[src/rtl/decenc_pipe_if.sv]
`default_nettype none
// ============================================================================
// Module   : decenc_pipe_if
// Purpose  : Handshake bundle for decenc_pipe. One valid/ready input channel
//            carrying mode + data, one valid/ready output channel carrying the
//            result, plus the error flag and transfer counter.
// Modports : slave  - the pipe itself (consumes input, produces output)
//            master - the environment driving the pipe
// Revision : 1.0 - initial release
// ============================================================================
interface decenc_pipe_if #(
  parameter int SEL_W  = 5,
  parameter int DATA_W = 2**SEL_W,
  parameter int CNT_W  = 16
);
  logic              in_valid;
  logic              in_ready;
  logic              in_mode;
  logic [DATA_W-1:0] in_data;
  logic              out_valid;
  logic              out_ready;
  logic [DATA_W-1:0] out_data;
  logic              out_err;
  logic [CNT_W-1:0]  txn_count;

  modport slave (
    input  in_valid, in_mode, in_data, out_ready,
    output in_ready, out_valid, out_data, out_err, txn_count
  );

  modport master (
    output in_valid, in_mode, in_data, out_ready,
    input  in_ready, out_valid, out_data, out_err, txn_count
  );
endinterface
`default_nettype wire

[src/rtl/decenc_pipe.sv]
`default_nettype none
// ============================================================================
// Module   : decenc_pipe
// Purpose  : One-stage registered decoder/encoder with valid/ready flow
//            control. Mode 0 decodes an index into a one-hot bus, mode 1
//            encodes a bus into the index of its lowest set bit. Completed
//            output transfers are counted with a saturating counter.
// Ports    : clk      - single clock, rising edge
//            rst      - synchronous active-high reset
//            pipe_io  - decenc_pipe_if.slave (in_valid/in_ready/in_mode/
//                       in_data, out_valid/out_ready/out_data, out_err,
//                       txn_count)
// Config   : DECENC_ERR_EN - when defined, out_err flags an encode of an
//            all-zero bus; otherwise out_err is tied low.
// Revision : 1.0 - initial release
// ============================================================================
module decenc_pipe #(
  parameter int SEL_W  = 5,
  parameter int DATA_W = 2**SEL_W,
  parameter int CNT_W  = 16
) (
  input  logic         clk,
  input  logic         rst,
  decenc_pipe_if.slave pipe_io
);

  typedef enum logic [0:0] {
    ST_EMPTY = 1'b0,
    ST_FULL  = 1'b1
  } state_e;

  localparam logic [CNT_W-1:0] C_CNT_MAX = {CNT_W{1'b1}};

  state_e            state_q, state_d;
  logic [DATA_W-1:0] data_q, data_d;
  logic [CNT_W-1:0]  cnt_q, cnt_d;
  logic              in_xfer;
  logic              out_xfer;
  logic [SEL_W-1:0]  enc_idx;
  logic [DATA_W-1:0] dec_onehot;

  // Handshake: the register can take new data when empty or when its
  // current content leaves in the same cycle.
  assign pipe_io.out_valid = (state_q == ST_FULL);
  assign pipe_io.in_ready  = (state_q == ST_EMPTY) || pipe_io.out_ready;
  assign in_xfer           = pipe_io.in_valid && pipe_io.in_ready;
  assign out_xfer          = pipe_io.out_valid && pipe_io.out_ready;

  // Decode uses only the low SEL_W bits of the input.
  assign dec_onehot = DATA_W'(1) << pipe_io.in_data[SEL_W-1:0];

  // Scan from MSB down so the last hit wins, giving LSB priority.
  // An all-zero bus leaves the index at zero.
  always_comb begin
    enc_idx = '0;
    for (int i = DATA_W - 1; i >= 0; i--) begin
      if (pipe_io.in_data[i]) begin
        enc_idx = SEL_W'(i);
      end
    end
  end

  // Control FSM
  always_ff @(posedge clk) begin
    if (rst) begin
      state_q <= ST_EMPTY;
    end else begin
      state_q <= state_d;
    end
  end

  always_comb begin
    state_d = state_q;
    case (state_q)
      ST_EMPTY: if (in_xfer) state_d = ST_FULL;
      ST_FULL:  if (out_xfer && !in_xfer) state_d = ST_EMPTY;
      default:  state_d = ST_EMPTY;
    endcase
  end

  // Result register only loads on an input transfer; it holds otherwise.
  always_comb begin
    data_d = data_q;
    if (in_xfer) begin
      data_d = pipe_io.in_mode ? DATA_W'(enc_idx) : dec_onehot;
    end
  end

  // Saturating count of completed output transfers.
  always_comb begin
    cnt_d = cnt_q;
    if (out_xfer && (cnt_q != C_CNT_MAX)) begin
      cnt_d = cnt_q + CNT_W'(1);
    end
  end

  always_ff @(posedge clk) begin
    if (rst) begin
      data_q <= '0;
      cnt_q  <= '0;
    end else begin
      data_q <= data_d;
      cnt_q  <= cnt_d;
    end
  end

  assign pipe_io.out_data  = data_q;
  assign pipe_io.txn_count = cnt_q;

`ifdef DECENC_ERR_EN
  logic err_q, err_d;

  always_comb begin
    err_d = err_q;
    if (in_xfer) begin
      err_d = pipe_io.in_mode && (pipe_io.in_data == '0);
    end
  end

  always_ff @(posedge clk) begin
    if (rst) begin
      err_q <= 1'b0;
    end else begin
      err_q <= err_d;
    end
  end

  assign pipe_io.out_err = err_q;
`else
  assign pipe_io.out_err = 1'b0;
`endif

endmodule
`default_nettype wire

[src/flat_wrapper.sv]
// flat-port wrapper written by rule: the top's interface ports become plain ports
module decenc_pipe_flat 
#(
  parameter int SEL_W  = 5,
  parameter int DATA_W = 2**SEL_W,
  parameter int CNT_W  = 16
)
  (clk, rst, pipe_io_in_valid, pipe_io_in_mode, pipe_io_in_data, pipe_io_out_ready, pipe_io_in_ready, pipe_io_out_valid, pipe_io_out_data, pipe_io_out_err, pipe_io_txn_count);
  decenc_pipe_if #(.SEL_W(SEL_W), .DATA_W(DATA_W), .CNT_W(CNT_W)) pipe_io_i ();
  input  logic clk;
  input  logic rst;
  input wire logic [$bits(pipe_io_i.in_valid)-1:0] pipe_io_in_valid;
  input wire logic [$bits(pipe_io_i.in_mode)-1:0] pipe_io_in_mode;
  input wire logic [$bits(pipe_io_i.in_data)-1:0] pipe_io_in_data;
  input wire logic [$bits(pipe_io_i.out_ready)-1:0] pipe_io_out_ready;
  output wire logic [$bits(pipe_io_i.in_ready)-1:0] pipe_io_in_ready;
  output wire logic [$bits(pipe_io_i.out_valid)-1:0] pipe_io_out_valid;
  output wire logic [$bits(pipe_io_i.out_data)-1:0] pipe_io_out_data;
  output wire logic [$bits(pipe_io_i.out_err)-1:0] pipe_io_out_err;
  output wire logic [$bits(pipe_io_i.txn_count)-1:0] pipe_io_txn_count;
  assign pipe_io_i.in_valid = pipe_io_in_valid;
  assign pipe_io_i.in_mode = pipe_io_in_mode;
  assign pipe_io_i.in_data = pipe_io_in_data;
  assign pipe_io_i.out_ready = pipe_io_out_ready;
  assign pipe_io_in_ready = pipe_io_i.in_ready;
  assign pipe_io_out_valid = pipe_io_i.out_valid;
  assign pipe_io_out_data = pipe_io_i.out_data;
  assign pipe_io_out_err = pipe_io_i.out_err;
  assign pipe_io_txn_count = pipe_io_i.txn_count;
  decenc_pipe #(.SEL_W(SEL_W), .DATA_W(DATA_W), .CNT_W(CNT_W)) u_core (.clk(clk), .rst(rst), .pipe_io(pipe_io_i));
endmodule
[config.mk]
export PLATFORM = sky130hd
export DESIGN_NAME = decenc_pipe_flat
export DESIGN_NICKNAME = d
export VERILOG_FILES = /design/src/rtl/decenc_pipe_if.sv /design/src/rtl/decenc_pipe.sv /design/src/flat_wrapper.sv
export SDC_FILE = /design/constraint.sdc
export NUM_CORES = 1
export LEC_CHECK = 0
export CORE_MARGIN = 1
export CORE_UTILIZATION = 40
export DETAILED_ROUTE_END_ITERATION = 10
export PLACE_DENSITY = 0.86
export RECOVER_POWER = 100
export REMOVE_ABC_BUFFERS = 1
export SYNTH_ARGS = -nofsm -noshare
export SYNTH_HDL_FRONTEND = slang
export SYNTH_SLANG_ARGS = --single-unit
[constraint.sdc]
create_clock -name clk -period 1.6 [get_ports clk]
set_clock_uncertainty 0.05 [all_clocks]
set_input_delay 0.32 -clock clk [delete_from_list [all_inputs] [get_ports clk]]
set_output_delay 0.32 -clock clk [all_outputs]
set_load 0.05 [all_outputs]
==> reports/metrics.cfg, run 1 <==
[floorplan]
die_w_um=80.3
io_pins=88
start_util=0.414
core_area_um2=5920
die_h_um=80.3
placementRows=28
dieArea_um2=6450

[pwr]
p_leak_nw=1.92
p_per_area_nw_per_um2=563
peakVddDrop_mv=0.576

[sta]
rsz0062_at_grt=yes
finalSetupViolCount=1
final.period_utilization=1.02
holdWs_ns=0.371
final.setup.worst_slack_ns=-0.0343
drv_slew=0
finalHoldViolations=0
fin_crit_ns=1.63
fmax_ghz=0.612

[setup_path]
worst_ep_required_time_ns=1.78
cp_top_family=compound AO/OA/AOI/OAI gates
cpPeakStageDelay_ns=0.53
crit_type=in -> reg
start_kind=input port
cp_max_fo=3
cp_num_buf_inv=1
end_kind=flop
arrival_ns=1.81
path_cells=dlygate4sd2_1, or4_4, o21ai_1, nand2_1, a21bo_2, a221oi_2
slowest_stage=or4_4

[synth]
synth_cells=295
ys_warn_count=0
synth_cell_types=53
syn_area_per_cell_um2=8.31
synthFlopType=dfxtp_1
ys_async_sr_fraction=0
ys_ff_latch=49
syn_area_um2=2450
synth_edf_count=0
ys_seq_area_frac=0.400

[placement]
gp_congestion=0.918
pre_cts_ws_ns=-0.578
place_area_um2=4410
portBuffers=86
hpwl_mm=6.29

[clock_tree]
htree_num_levels=2
clock-root-buffer=clkbuf_8
clockBufferDepth=2
cts_tree=built
holdBufCountCts=0
clk_pin_slew_ns=0.10
insertion_delay_ns=0.31
cts_buffers=5
numClockSinks=49

[flow_run]
cap_viol_max_count=0

[global_routing]
grtUsageTotal=0.310
globalRouteOverflowTotal=0
grt_pass1_vias=3090
grt_pass1_wl_mm=15.3
antenna_found_initial=0
grt_max_degree=50

[cells_and_area]
drive_above_1_share=0.425
fin_area_um2=4780
nNetsFinal=489
areaGrowthSynthToFinish_pct=95.0
nFillCells=311

[routing]
route.detailed.drc=0
via_per_inst=5.88
first_pass_iters=6
drt_iter0_markers=264
vias=3105
wl_per_cell_um=18.8
drtAntennaViolNets=0
routed_wl_mm=9.94

[status]
violations=negative setup slack
status=complete, but fails checks

[worst_hold_path]
hold_class=in -> reg

==> layout by cell type (no fill, tap or decap), types with 4 or more instances in the layout <==
cell	Yosys	routed
a22oi_1	26	25
dlymetal6s2s_1	0	6
nor4_1	9	4
nor2b_1	7	5
clkdlybuf4s50_1	0	16
dfxtp_2	0	8
buf_12	0	51
buf_4	1	76
nand4_1	4	4
dlygate4sd2_1	0	10
inv_1	4	4
dfxtp_1	49	41
nand3_1	12	10
clkbuf_8	2	6
a21oi_1	16	14
xor2_1	8	8
nor2_2	1	4
nand2_1	16	15
nor3_1	10	9
xnor2_1	4	4
nor2_1	54	50
==> cell usage after synthesis, types with 2 or more instances <==
master / n / area, um^2
a22oi_1: 26 / 195
or3_1: 2 / 12.5
inv_1: 4 / 15.0
clkbuf_1: 13 / 48.8
and2_0: 2 / 12.5
and4_2: 2 / 20.0
a221o_1: 2 / 20.0
nand3_1: 12 / 60.1
dfxtp_1: 49 / 981
clkbuf_8: 2 / 27.5
nand4b_1: 2 / 17.5
nor2b_1: 7 / 43.8
and3_1: 4 / 25.0
nor3b_1: 3 / 22.5
a31oi_1: 3 / 18.8
nand2_1: 16 / 60.1
nor4_1: 9 / 56.3
o21a_1: 2 / 15.0
xor2_1: 8 / 70.1
nor3_1: 10 / 50.1
a211oi_1: 2 / 15.0
a21oi_1: 16 / 80.1
o31ai_1: 3 / 22.5
xnor2_1: 4 / 35.0
o21bai_1: 3 / 22.5
nand2b_1: 3 / 18.8
o2111ai_1: 4 / 35.0
nor2_1: 54 / 203
nand4_1: 4 / 25.0
==> area by class of cell <==
class	count	area, um^2	share of cell area
timing repair buffer	166	1980	0.414
multi-input combinational	225	1590	0.332
sequential	49	991	0.207
tap	75	93.8	0.0196
clock buffer	7	86.3	0.0181
clock inverter	1	30.0	0.00628
inverter	4	15.0	0.00314
antenna	1	2.50	0.000523
==> worst register-to-register path: stages, from the launching register on <==
cell,delay (ns)
dfxtp_2,0.36
nand3_4,0.09
or3_4,0.44
o211ai_4,0.22
mux2i_2,0.26
nor2_2,0.05
==> kinds of logic after synthesis <==
| logic type | synth area share |
|---|---|
| other | 0.00153 |
| multiplexers | 0.00408 |
| adder cells (fa/ha/maj) | 0.00510 |
| buffers and inverters | 0.0423 |
| flip-flops | 0.400 |
| AND/OR/NAND/NOR | 0.287 |
| AO/OA/AOI/OAI | 0.217 |
| XOR/XNOR | 0.0429 |
==> registers in the layout, summed over array words and instances (netlist names) <==
register                  cells
u_core.pipe_io.out_data      32
u_core.pipe_io.txn_count     16
u_core.pipe_io.out_valid      1
==> worst paths after layout <==
path,endpoint,slack [ns],cells past startpoint,startpoint
hold reg to reg,u_core.pipe_io.out_data[5]$_SDFFE_PP0P_,0.50,2,u_core.pipe_io.out_data[5]$_SDFFE_PP0P_
setup / recovery,u_core.pipe_io.out_data[2]$_SDFFE_PP0P_,-0.03,6,pipe_io_in_data[26]
setup reg to reg,u_core.pipe_io.txn_count[1]$_SDFFE_PP0P_,0.04,5,u_core.pipe_io.txn_count[10]$_SDFFE_PP0P_
hold / removal,u_core.pipe_io.out_valid$_SDFF_PP0_,0.37,3,pipe_io_in_valid
==> layer usage <==
layer  track usage  vias to the layer above  wire, um
met5        0.0455                        -         0
met4         0.127                        0       394
met3        0.0648                       54       679
met2         0.562                      175      5140
met1         0.347                     1480      3730
li1              -                     1396         -
==> what timing repair did <==
item | CTS | global route
pin swaps | 15 | 14
resized for setup | 38 | 46
endpoints found under the setup margin | 34 | 36
setup buffers | 3 | 0
==> through the flow <==
stage                     cells  TNS (ns)   util  power, mW
after global placement      516    -12.55  0.745       1.71
after detailed placement    516    -14.12  0.745       1.73
after CTS                   527    -0.100  0.783       2.65
after global routing        527    -0.334  0.807       2.77
final                       528   -0.0343  0.808       2.69
after floorplan             278    -29.87      -       1.40
==> power by group <==
group	total [mW]	internal (mW)	switching, mW
Clock	0.938	0.510	0.428
Combinational	0.516	0.243	0.272
Sequential	1.24	1.23	0.0103
Total	2.69	1.98	0.710
(Power assumes the default switching activity.)
==> run 2: changes to the inputs <==
SKIP_LAST_GASP = 1   (was not set)
==> reports/metrics.cfg, run 2 (synthesized netlist as in run 1, its figures left out) <==
[status]
status=complete, but fails checks
violations=negative setup slack

[setup_path]
crit_end=u_core.pipe_io.out_data[2]$_SDFFE_PP0P_
r2r_cells=5
slowest_stage=or4_4
cpPeakStageDelay_ns=0.58
r2r_end=u_core.pipe_io.out_data[2]$_SDFFE_PP0P_
rrSetupSlack_ns=-0.13
cp_max_fo=5
cp_num_buf_inv=1
worst_ep_required_time_ns=1.76
worstReg2RegStart=u_core.pipe_io.out_valid$_SDFF_PP0_
cp_top_family=compound AO/OA/AOI/OAI gates
crit_type=in -> reg
startpoint=pipe_io_in_data[27]
start_kind=input port
end_kind=flop
cp.depth=6
arrival_ns=1.96
path_cells=clkdlybuf4s15_1, or4_4, o21ai_2, nand2_1, a21bo_2, a221oi_2

[routing]
wl_per_cell_um=20.9
drt_iter0_markers=262
via_per_inst=6.10
routed_wl_mm=11.0
vias=3222
drtAntennaViolNets=0
first_pass_iters=6
route.detailed.drc=0

[placement]
pre_cts_ws_ns=-0.578
place_area_um2=4410
hpwl_mm=6.29
portBuffers=86
gp_congestion=0.918
place_inst=516

[worst_hold_path]
hold_class=in -> reg

[cells_and_area]
layoutNonFillerInstCount=528
areaGrowthSynthToFinish_pct=81.6
drive_above_1_share=0.353
final_common_cell=buf_4
final_cell_mix=buf_4 (67), nor2_1 (50), dfxtp_1 (45)
antenna_cells=0
post-route-util=0.752
largest_reg_flops=32
fin_area_um2=4450
nNetsFinal=490

[global_routing]
antenna_found_initial=0
grt_pass1_wl_mm=15.2
grt_max_degree=50
grtUsageTotal=0.312
globalRouteOverflowTotal=0
grt_pass1_vias=3101

[pwr]
swShare=0.267
power_frac_seq=0.461
p_clk_frac=0.349
p_per_area_nw_per_um2=602
peakVddDrop_mv=0.541
internal-power_mw=1.97
p_switching_uw=715
combinationalPowerShare=0.190
p_leak_nw=2.18
total_power_mw=2.68

[clock_tree]
clock-root-buffer=clkbuf_8
numClockSinks=49
cts_tree=built
clockBufferDepth=2
insertion_delay_ns=0.31
cts_buffers=5
clk_pin_slew_ns=0.09
htree_num_levels=2

[floorplan]
die_h_um=80.3
die_w_um=80.3
io_pins=88
start_util=0.414
dieArea_um2=6450
core_area_um2=5920
placementRows=28

[sta]
fmax_ghz=0.555
fin_crit_ns=1.80
holdWs_ns=0.388
final.period_utilization=1.13
rsz0062_at_grt=yes
finalSetupViolCount=7
finalHoldViolations=0
tightestPinTransition_ns=0.581
final.setup.worst_slack_ns=-0.203
tns_ns=-0.496
drv_slew=0
relSlewSlack=0.609

[flow_run]
cap_viol_max_count=0

## run 2: cell count changes in the layout (fill, tap and decap cells not counted), sizes merged
cell,before,now
buf,130,90
clkbuf,9,27
clkdlybuf4s15,2,3
clkdlybuf4s50,16,14
diode,1,0
dlymetal6s2s,6,30
## run 2: metal layers
| metal | vias up | wire length (um) | global-route usage |
|---|---|---|---|
| met1 | 1551 | 3990 | 0.338 |
| met2 | 199 | 5590 | 0.556 |
| met4 | 0 | 687 | 0.177 |
| met3 | 71 | 760 | 0.0693 |
| li1 | 1401 | - | - |
| met5 | - | 0 | 0 |
## run 2: power by group through the flow
stage	clock [mW]	sequential, mW	combinational [mW]
floorplan	0	1.30	0.107
global placement	0	1.26	0.447
detailed placement	0	1.26	0.465
CTS	0.931	1.24	0.487
global route	0.982	1.24	0.532
finish	0.935	1.24	0.511
## run 2: worst min-delay path by stage
stage                                                 start                                      end  cells after the start
floorplan                                               rst  u_core.pipe_io.out_data[2]$_SDFFE_PP0P_                      1
global placement    u_core.pipe_io.out_data[5]$_SDFFE_PP0P_  u_core.pipe_io.out_data[5]$_SDFFE_PP0P_                      2
detailed placement  u_core.pipe_io.out_data[6]$_SDFFE_PP0P_  u_core.pipe_io.out_data[6]$_SDFFE_PP0P_                      2
CTS                 u_core.pipe_io.out_data[6]$_SDFFE_PP0P_  u_core.pipe_io.out_data[6]$_SDFFE_PP0P_                      2
global route                               pipe_io_in_valid      u_core.pipe_io.out_valid$_SDFF_PP0_                      3
finish                                     pipe_io_in_valid      u_core.pipe_io.out_valid$_SDFF_PP0_                      3
## run 2: timing repair
item / 4_1_cts / 5_1_grt
hold buffers: 0 / 0
endpoints found under the setup margin: 34 / 32
resized for setup: 37 / 47
buffers inserted: 3 / 1
pin swaps: 13 / 18
## run 2: worst reg2reg max path: stages (launching register included)
cell      delay, ns
dfxtp_1        0.36
nand2b_4       0.11
nand2_1        0.23
a22oi_2        0.44
nor2b_2        0.32
a221oi_2       0.11
## run 2: final cells by class
type / instances / area [um^2]
tap: 75 / 93.8
timing repair buffer: 167 / 1650
clock buffer: 7 / 86.3
inverter: 4 / 15.0
clock inverter: 1 / 30.0
sequential: 49 / 986
fill: 379 / 1470
multi-input combinational: 225 / 1600
